`config.mk`:
```
export PLATFORM = sky130hd
export DESIGN_NAME = tx_rotator_flat
export DESIGN_NICKNAME = d
export VERILOG_FILES = /design/src/rtl/tx_rotator_if.sv /design/src/rtl/tx_rotator.sv /design/src/flat_wrapper.sv
export SDC_FILE = /design/constraint.sdc
export NUM_CORES = 2
export LEC_CHECK = 0
export CORE_MARGIN = 3
export CORE_UTILIZATION = 45
export DETAILED_ROUTE_END_ITERATION = 10
export PLACE_DENSITY = 0.66
export SYNTH_ARGS = -nofsm -noshare
export SYNTH_HDL_FRONTEND = slang
export SYNTH_SLANG_ARGS = --single-unit
```
`constraint.sdc`:
```
create_clock -name clk -period 6.8 [get_ports clk]
set_input_delay 1.36 -clock clk [delete_from_list [all_inputs] [get_ports clk]]
set_output_delay 1.36 -clock clk [all_outputs]
set_load 0.1 [all_outputs]
```
`src/rtl/tx_rotator_if.sv`:
```
// ---------------------------------------------------------------------------
// tx_rotator_if
// Streaming bundle for the TX complex rotator.
//
// Handshake: a beat moves on a rising clk edge where valid & ready are both
// high. A producer holds valid and its payload stable until that edge, and
// valid never waits on ready. A consumer may drive ready from its own state
// only, never from the valid it is receiving.
//
// Input stream  (producer -> rotator): s_valid, s_ready, din_i, din_q,
//                                      cos_in, sin_in
// Output stream (rotator -> consumer): m_valid, m_ready, dout_i, dout_q,
//                                      sat_flag
// Modports:
//   master : the side that feeds samples in and takes results out
//   slave  : the rotator itself
// ---------------------------------------------------------------------------
interface tx_rotator_if #(
    parameter int WIDTH     = 16,
    parameter int DDS_WIDTH = 16
);
    logic                        s_valid;
    logic                        s_ready;
    logic signed [WIDTH-1:0]     din_i;
    logic signed [WIDTH-1:0]     din_q;
    logic signed [DDS_WIDTH-1:0] cos_in;
    logic signed [DDS_WIDTH-1:0] sin_in;

    logic                        m_valid;
    logic                        m_ready;
    logic signed [WIDTH-1:0]     dout_i;
    logic signed [WIDTH-1:0]     dout_q;
    logic                        sat_flag;

    modport master (
        output s_valid, din_i, din_q, cos_in, sin_in, m_ready,
        input  s_ready, m_valid, dout_i, dout_q, sat_flag
    );

    modport slave (
        input  s_valid, din_i, din_q, cos_in, sin_in, m_ready,
        output s_ready, m_valid, dout_i, dout_q, sat_flag
    );
endinterface

```
`src/rtl/tx_rotator.sv`:
```
// ---------------------------------------------------------------------------
// tx_rotator
// TX-side complex rotator. Upconverts baseband I/Q by the NCO phase supplied
// sample-aligned on cos_in/sin_in:
//     dout_i = I*cos - Q*sin
//     dout_q = Q*cos + I*sin
// with round-half-up scaling by 2^(DDS_WIDTH-1) and saturation to WIDTH.
//
// Pipeline: S1 input regs -> S2 products -> S3 sum/diff -> S4 round/sat/out.
// Each stage has its own valid bit; a stage loads when empty or when the
// stage after it loads, so bubbles collapse and four samples can be held
// under backpressure.
//
// Ports:
//   clk, rst_n : clock, asynchronous active-low reset
//   bus        : tx_rotator_if.slave (input and output streams)
//   sat_clr    : synchronous clear of sat_cnt
//   sat_cnt    : count of transferred outputs carrying sat_flag
//
// Optional feature macro: TX_ROT_SAT_CNT_EN
//   defined   : sat_cnt counts saturated output transfers, sticks at max,
//               sat_clr clears it (clear wins over increment)
//   undefined : sat_cnt tied to 0, sat_clr ignored
// ---------------------------------------------------------------------------
module tx_rotator #(
    parameter int WIDTH     = 16,
    parameter int DDS_WIDTH = 16,
    parameter int CNT_WIDTH = 16
) (
    input  logic                 clk,
    input  logic                 rst_n,
    tx_rotator_if.slave          bus,
    input  logic                 sat_clr,
    output logic [CNT_WIDTH-1:0] sat_cnt
);
    localparam int PW = WIDTH + DDS_WIDTH;  // product width
    localparam int SW = PW + 1;             // sum/diff width, cannot overflow
    localparam int SH = DDS_WIDTH - 1;      // scaling shift

    localparam logic signed [SW-1:0] RND =
        {{(SW-DDS_WIDTH+1){1'b0}}, 1'b1, {(DDS_WIDTH-2){1'b0}}};
    localparam logic signed [SW-1:0] SAT_MAX =
        {{(SW-WIDTH+1){1'b0}}, {(WIDTH-1){1'b1}}};
    localparam logic signed [SW-1:0] SAT_MIN =
        {{(SW-WIDTH+1){1'b1}}, {(WIDTH-1){1'b0}}};
    localparam logic signed [WIDTH-1:0] OUT_MAX = {1'b0, {(WIDTH-1){1'b1}}};
    localparam logic signed [WIDTH-1:0] OUT_MIN = {1'b1, {(WIDTH-1){1'b0}}};

    // Held low through reset and for the first edge after release so that
    // s_ready only rises once the pipeline is known empty.
    logic run;

    logic v1, v2, v3, v4;
    logic ld1, ld2, ld3, ld4;
    logic s_ready_int;
    logic accept;

    logic signed [WIDTH-1:0]     s1_i, s1_q;
    logic signed [DDS_WIDTH-1:0] s1_c, s1_s;
    logic signed [PW-1:0]        s2_ic, s2_qs, s2_qc, s2_is;
    logic signed [SW-1:0]        s3_i, s3_q;
    logic signed [WIDTH-1:0]     s4_i, s4_q;
    logic                        s4_sat;

    logic signed [SW-1:0]        rnd_i, rnd_q;
    logic signed [WIDTH-1:0]     nxt_i, nxt_q;
    logic                        clip_i, clip_q;

    // Load chain from the output backwards; purely from valids and m_ready.
    always_comb begin
        ld4 = ~v4 | bus.m_ready;
        ld3 = ~v3 | ld4;
        ld2 = ~v2 | ld3;
        ld1 = ~v1 | ld2;
    end

    assign s_ready_int = run & ld1;
    assign accept      = bus.s_valid & s_ready_int;

    always_ff @(posedge clk or negedge rst_n) begin
        if (!rst_n) begin
            run <= 1'b0;
        end else begin
            run <= 1'b1;
        end
    end

    // S1: register inputs.
    always_ff @(posedge clk or negedge rst_n) begin
        if (!rst_n) begin
            v1   <= 1'b0;
            s1_i <= '0;
            s1_q <= '0;
            s1_c <= '0;
            s1_s <= '0;
        end else if (ld1) begin
            v1 <= accept;
            if (accept) begin
                s1_i <= bus.din_i;
                s1_q <= bus.din_q;
                s1_c <= bus.cos_in;
                s1_s <= bus.sin_in;
            end
        end
    end

    // S2: four full-width signed products.
    always_ff @(posedge clk or negedge rst_n) begin
        if (!rst_n) begin
            v2    <= 1'b0;
            s2_ic <= '0;
            s2_qs <= '0;
            s2_qc <= '0;
            s2_is <= '0;
        end else if (ld2) begin
            v2 <= v1;
            if (v1) begin
                s2_ic <= PW'(s1_i) * PW'(s1_c);
                s2_qs <= PW'(s1_q) * PW'(s1_s);
                s2_qc <= PW'(s1_q) * PW'(s1_c);
                s2_is <= PW'(s1_i) * PW'(s1_s);
            end
        end
    end

    // S3: rotation by +phase.
    always_ff @(posedge clk or negedge rst_n) begin
        if (!rst_n) begin
            v3   <= 1'b0;
            s3_i <= '0;
            s3_q <= '0;
        end else if (ld3) begin
            v3 <= v2;
            if (v2) begin
                s3_i <= SW'(s2_ic) - SW'(s2_qs);
                s3_q <= SW'(s2_qc) + SW'(s2_is);
            end
        end
    end

    // Round half up, then clamp. (-FS)*(-FS) lands one LSB above +FS after
    // scaling, so the clamp is what keeps it from wrapping negative.
    always_comb begin
        rnd_i  = (s3_i + RND) >>> SH;
        rnd_q  = (s3_q + RND) >>> SH;
        clip_i = (rnd_i > SAT_MAX) || (rnd_i < SAT_MIN);
        clip_q = (rnd_q > SAT_MAX) || (rnd_q < SAT_MIN);
        nxt_i  = rnd_i[WIDTH-1:0];
        nxt_q  = rnd_q[WIDTH-1:0];
        if (rnd_i > SAT_MAX) nxt_i = OUT_MAX;
        if (rnd_i < SAT_MIN) nxt_i = OUT_MIN;
        if (rnd_q > SAT_MAX) nxt_q = OUT_MAX;
        if (rnd_q < SAT_MIN) nxt_q = OUT_MIN;
    end

    // S4: output register; only moves when empty or the output is taken,
    // so the payload is stable while stalled.
    always_ff @(posedge clk or negedge rst_n) begin
        if (!rst_n) begin
            v4     <= 1'b0;
            s4_i   <= '0;
            s4_q   <= '0;
            s4_sat <= 1'b0;
        end else if (ld4) begin
            v4 <= v3;
            if (v3) begin
                s4_i   <= nxt_i;
                s4_q   <= nxt_q;
                s4_sat <= clip_i | clip_q;
            end
        end
    end

    assign bus.s_ready  = s_ready_int;
    assign bus.m_valid  = v4;
    assign bus.dout_i   = s4_i;
    assign bus.dout_q   = s4_q;
    assign bus.sat_flag = s4_sat;

`ifdef TX_ROT_SAT_CNT_EN
    always_ff @(posedge clk or negedge rst_n) begin
        if (!rst_n) begin
            sat_cnt <= '0;
        end else if (sat_clr) begin
            sat_cnt <= '0;
        end else if (v4 && bus.m_ready && s4_sat && !(&sat_cnt)) begin
            sat_cnt <= sat_cnt + 1'b1;
        end
    end
`else
    logic unused_sat_clr;
    assign unused_sat_clr = sat_clr;
    assign sat_cnt        = '0;
`endif

endmodule

```
`src/flat_wrapper.sv`:
```
// flat-port wrapper written by rule: the top's interface ports become plain ports
module tx_rotator_flat 
#(
    parameter int WIDTH     = 16,
    parameter int DDS_WIDTH = 16,
    parameter int CNT_WIDTH = 16
)
  (clk, rst_n, sat_clr, sat_cnt, bus_s_valid, bus_din_i, bus_din_q, bus_cos_in, bus_sin_in, bus_m_ready, bus_s_ready, bus_m_valid, bus_dout_i, bus_dout_q, bus_sat_flag);
  tx_rotator_if #(.WIDTH(WIDTH), .DDS_WIDTH(DDS_WIDTH)) bus_i ();
  input  logic clk;
  input  logic rst_n;
  input  logic sat_clr;
  output logic [CNT_WIDTH-1:0] sat_cnt;
  input wire logic [$bits(bus_i.s_valid)-1:0] bus_s_valid;
  input wire logic [$bits(bus_i.din_i)-1:0] bus_din_i;
  input wire logic [$bits(bus_i.din_q)-1:0] bus_din_q;
  input wire logic [$bits(bus_i.cos_in)-1:0] bus_cos_in;
  input wire logic [$bits(bus_i.sin_in)-1:0] bus_sin_in;
  input wire logic [$bits(bus_i.m_ready)-1:0] bus_m_ready;
  output wire logic [$bits(bus_i.s_ready)-1:0] bus_s_ready;
  output wire logic [$bits(bus_i.m_valid)-1:0] bus_m_valid;
  output wire logic [$bits(bus_i.dout_i)-1:0] bus_dout_i;
  output wire logic [$bits(bus_i.dout_q)-1:0] bus_dout_q;
  output wire logic [$bits(bus_i.sat_flag)-1:0] bus_sat_flag;
  assign bus_i.s_valid = bus_s_valid;
  assign bus_i.din_i = bus_din_i;
  assign bus_i.din_q = bus_din_q;
  assign bus_i.cos_in = bus_cos_in;
  assign bus_i.sin_in = bus_sin_in;
  assign bus_i.m_ready = bus_m_ready;
  assign bus_s_ready = bus_i.s_ready;
  assign bus_m_valid = bus_i.m_valid;
  assign bus_dout_i = bus_i.dout_i;
  assign bus_dout_q = bus_i.dout_q;
  assign bus_sat_flag = bus_i.sat_flag;
  tx_rotator #(.WIDTH(WIDTH), .DDS_WIDTH(DDS_WIDTH), .CNT_WIDTH(CNT_WIDTH)) u_core (.clk(clk), .rst_n(rst_n), .bus(bus_i), .sat_clr(sat_clr), .sat_cnt(sat_cnt));
endmodule
```
# Word level (Yosys, flattened, before mapping)
# Cells that the tools add are included.
# classes
addsub,4
mux,4
n_bitwise,11
mul,4
reduce_logical,6
order_cmp,4
# op_table
op,count
16-bit by 16-bit multiplier with 32-bit output,4
33-bit by 16-bit adder with 33-bit output (second input constant),2
16-bit 2-to-1 mux,4
18-bit by 16-bit greater-than comparator with 1-bit output (second input constant),2
18-bit by 16-bit less-than comparator with 1-bit output (second input constant),2
32-bit by 32-bit adder with 33-bit output,1
32-bit by 32-bit subtractor with 33-bit output,1
2-bit AND reduction,4
1-bit OR,5
1-bit NOT,4
1-bit AND,2
1-bit logical OR,2
# totals
regBits,296
out_inout_bits,51
wordCells,51
in_bits,69

# Longest topological paths before layout
# depth
depth_word,8
ltp_mapped,25
mapped_depth_nobuf,24

# Worst setup path after synthesis
# Ideal clock, no wire load.
# synth_timing
path_kind,register -> register
start,register u_core.s1_i[15]
end,register u_core.s2_ic[31]
t_required_ns,6.664
path_stages_with_launch,23
path_slack_ns,0.434
n_path_buf,2
synth_period_minus_slack_ns,6.366
arrival_time_ns,6.230
setup_time_ns,0.136
cell_sequence,dfrtp_1 clkbuf_1 nand2_1 inv_1 fa_1 fa_1 fa_1 fa_1 fa_1 inv_1 fa_1 inv_1 ha_1 clkbuf_1 o21a_1 o21a_1 o22ai_1 o31ai_1 a41o_2 o41ai_1 o21ai_0 xnor2_1 o21ai_0
# synth_between
elab_chain_len,1
# synth_lines
item,line,text
start: declaration,tx_rotator.sv:58,"logic signed [WIDTH-1:0] s1_i, s1_q;"
start signal: assignment,tx_rotator.sv:99,s1_i <= bus.din_i;
16-bit by 16-bit multiplier with 32-bit output,tx_rotator.sv:118,s2_ic <= PW'(s1_i) * PW'(s1_c);
end signal: assignment,tx_rotator.sv:118,
end: declaration,tx_rotator.sv:60,"logic signed [PW-1:0] s2_ic, s2_qs, s2_qc, s2_is;"
# Every way passes these cells.
# A chain may end at the register's enable or synchronous reset.

# Final worst setup path
# layout_timing
start,register u_core.s1_c[12]
end,register u_core.s2_qc[31]
# layout_between
elab_chain_len,1
# layout_lines
item,line,text
start: declaration,tx_rotator.sv:59,"logic signed [DDS_WIDTH-1:0] s1_c, s1_s;"
start signal: assignment,tx_rotator.sv:101,s1_c <= bus.cos_in;
16-bit by 16-bit multiplier with 32-bit output,tx_rotator.sv:120,s2_qc <= PW'(s1_q) * PW'(s1_c);
end signal: assignment,tx_rotator.sv:120,
end: declaration,tx_rotator.sv:60,
# Every way passes these cells.

==> results.ini <==
[layout]
syn_to_final_growth_pct=9.83
drive_gt1_share_pct=7.09
finish.utilization_pct=50.1
layout.nets=7284
fin_area_sq_um=57600

[global_routing]
grt_max_degree=141
grt_overflow=0
track_usage_pct=22.7
antenna_found_initial=7
grt_pass1_vias=39581
grt_pass1_wl_mm=217

[cts]
h-tree-depth=2
cts_hold_buffers=0
cts_buffers=37
max-clock-path-buffers=3
clock_sinks=268
cts_root_buffer=clkbuf_16
clock_latency_ns=0.61
clk_pin_slew_ns=0.06
tritoncts=done

[logic_synthesis]
ys_seq_elements=268
synth_area_sq_um=52400
netlist_instances=5669
avgSynthCellArea_sq_um=9.25
synth_cell_types=77
synth-edff-count=0
yosysWarnings=0
synthArstFlopShare_pct=100
yosysSeqAreaShare_pct=12.8
synthFlopType=dfrtp_1

[routing]
drt-total-wl_mm=132
post_drt_via_cell_ratio=5.11
num_vias=37336
dr.pass1.iters=5
drt_iter0_drc=2097
wire_per_inst_um=18.0
drcViolationCount=0
ant_nets=0

[die]
die_h_um=347
rows=124
die_area_sq_um=121000
io_pins=120
core_sq_um=115000
start_util_pct=45.6
die_x_um=347

[placement]
io_buffers=102
dpl-instance-area_sq_um=56300
hpwlAfterDp_mm=112
gp_congestion=0.897

[critical_path]
cp_max_fo=19
rrSetupSlack_ns=0.19
start_kind=register
critical_path_class=register to register
arrival_ns=7.07
cp-end-kind=register
crit_required_ns=7.25

[sta]
min_period_over_period_pct=97.2
tns_ns=0
period_minus_slack_ns=6.61
finClkSkew_ns=0.0466
max_freq_mhz=151
finalHoldViolations=0
slew_violations=0
max_slew_margin_pct=15.5
tightest_slew_ns=1.26
setup_viol=0

[worst_hold_path]
min_path_type=register to register

[flow_run]
drv_cap=0

[outcome]
status=finished, final reports clean

-- through the flow --
step / hold WS (ns) / cells / setup WS, ns
floorplan: 0.430 / 5684 / 0.434
global placement: 0.456 / 7246 / 0.0357
detailed placement: 0.459 / 7246 / -0.0857
CTS: 0.473 / 7308 / 0.0533
global route: 0.501 / 7310 / -0.0233
finish: 0.468 / 7312 / 0.187
-- metal layers --
layer	global-route usage, %	share of wire, %
met1	31.7	44
met4	6.35	3.2
met3	4.35	7.4
met5	0	0.020
met2	36.3	45
-- flip-flops by register name, summed over array words and instances (netlist names) --
name / flops
u_core.v1: 1
u_core.s2_is: 32
u_core.s1_q: 16
u_core.bus.dout_q: 16
u_core.s2_ic: 32
u_core.s3_i: 19
u_core.s1_s: 16
u_core.v2: 1
u_core.s3_q: 19
u_core.v3: 1
u_core.s2_qs: 32
u_core.run: 1
u_core.s1_c: 16
u_core.s1_i: 16
u_core.bus.m_valid: 1
u_core.s2_qc: 32
u_core.bus.dout_i: 16
u_core.bus.sat_flag: 1
-- kinds of logic after synthesis --
logic type | Yosys count | share of synthesized area, %
other | 2 | 0.0143
AO/OA/AOI/OAI | 622 | 7.66
adder cells (fa/ha/maj) | 1440 | 49.4
flip-flops | 268 | 12.8
XOR/XNOR | 185 | 3.09
AND/OR/NAND/NOR | 1590 | 14.8
buffers and inverters | 1493 | 10.8
multiplexers | 69 | 1.48
-- timing repair --
action                                  CTS  global route
pin swaps                                 0             3
resized for setup                         4            35
cloned                                    0             0
setup buffers                             0             2
endpoints found under the setup margin    2            21
-- cells in the final DEF (no fill, tap or decap), types with 67 or more instances in the layout --
cell and count:
a21o_1 89, a21oi_1 124, and2_1 514, buf_4 194, clkdlybuf4s50_1 101, dfrtp_1 243, fa_1 1046, ha_1 392
inv_1 1223, mux2_2 67, nand2_1 727, nor2_1 130, o21ai_0 183, xnor2_1 116, xor2_1 69
-- worst max-delay path, stage by stage (launching register included) --
cell and delay, ns:
dfrtp_1 0.66, buf_4 0.35, nand2_1 0.10, fa_1 0.49, inv_1 0.05, fa_1 0.59
fa_1 0.44, fa_1 0.48, fa_1 0.49, inv_1 0.05, fa_1 0.53, inv_1 0.07
ha_1 0.31, a21o_1 0.16, a21oi_1 0.28, nand2_1 0.09, o221ai_1 0.20, o31ai_1 0.15
buf_4 0.18, a211oi_2 0.24, a21oi_1 0.12, xnor2_1 0.32, o21ai_0 0.12
-- synthesized netlist by cell type, drive strengths merged (43+ instances only) --
library cell / count / share of area, %
nor2: 130 / 0.93
fa: 1048 / 40
inv: 1224 / 8.8
xor2: 69 / 1.2
clkbuf: 241 / 1.7
a211oi: 43 / 0.62
a21oi: 124 / 1.2
xnor2: 116 / 1.9
a21o: 89 / 1.3
o21ai: 187 / 1.8
mux2: 67 / 1.4
and2: 515 / 6.1
nand2: 730 / 5.2
dfrtp: 268 / 13
ha: 392 / 9.4
-- path summary, 6_finish.rpt --
check                                       startpoint                           endpoint  depth (start not counted)
hold / removal             u_core.s2_is[0]$_DFFE_PN0P_        u_core.s2_is[0]$_DFFE_PN0P_                          2
hold reg to reg            u_core.s2_is[0]$_DFFE_PN0P_        u_core.s2_is[0]$_DFFE_PN0P_                          2
setup reg to reg           u_core.s1_c[12]$_DFFE_PN0P_       u_core.s2_qc[31]$_DFFE_PN0P_                         22
max in group asynchronous                        rst_n         u_core.s1_q[9]$_DFFE_PN0P_                          2
min in group asynchronous                        rst_n  u_core.bus.dout_i[12]$_DFFE_PN0P_                          1
setup / recovery           u_core.s1_c[12]$_DFFE_PN0P_       u_core.s2_qc[31]$_DFFE_PN0P_                         22
-- final cells by class --
cell class,instances,area [sq um]
Antenna cell,2,5.00
Clock buffer,50,1060
Clock inverter,12,140
Fill cell,10592,57400
Inverter,1224,4590
Multi-Input combinational cell,3923,40200
Sequential cell,268,6740
Tap cell,1512,1890
Timing Repair Buffer,321,2970
Power is not shown: default switching activity piles up to over one toggle a cycle in this logic, so the estimate is an artifact.
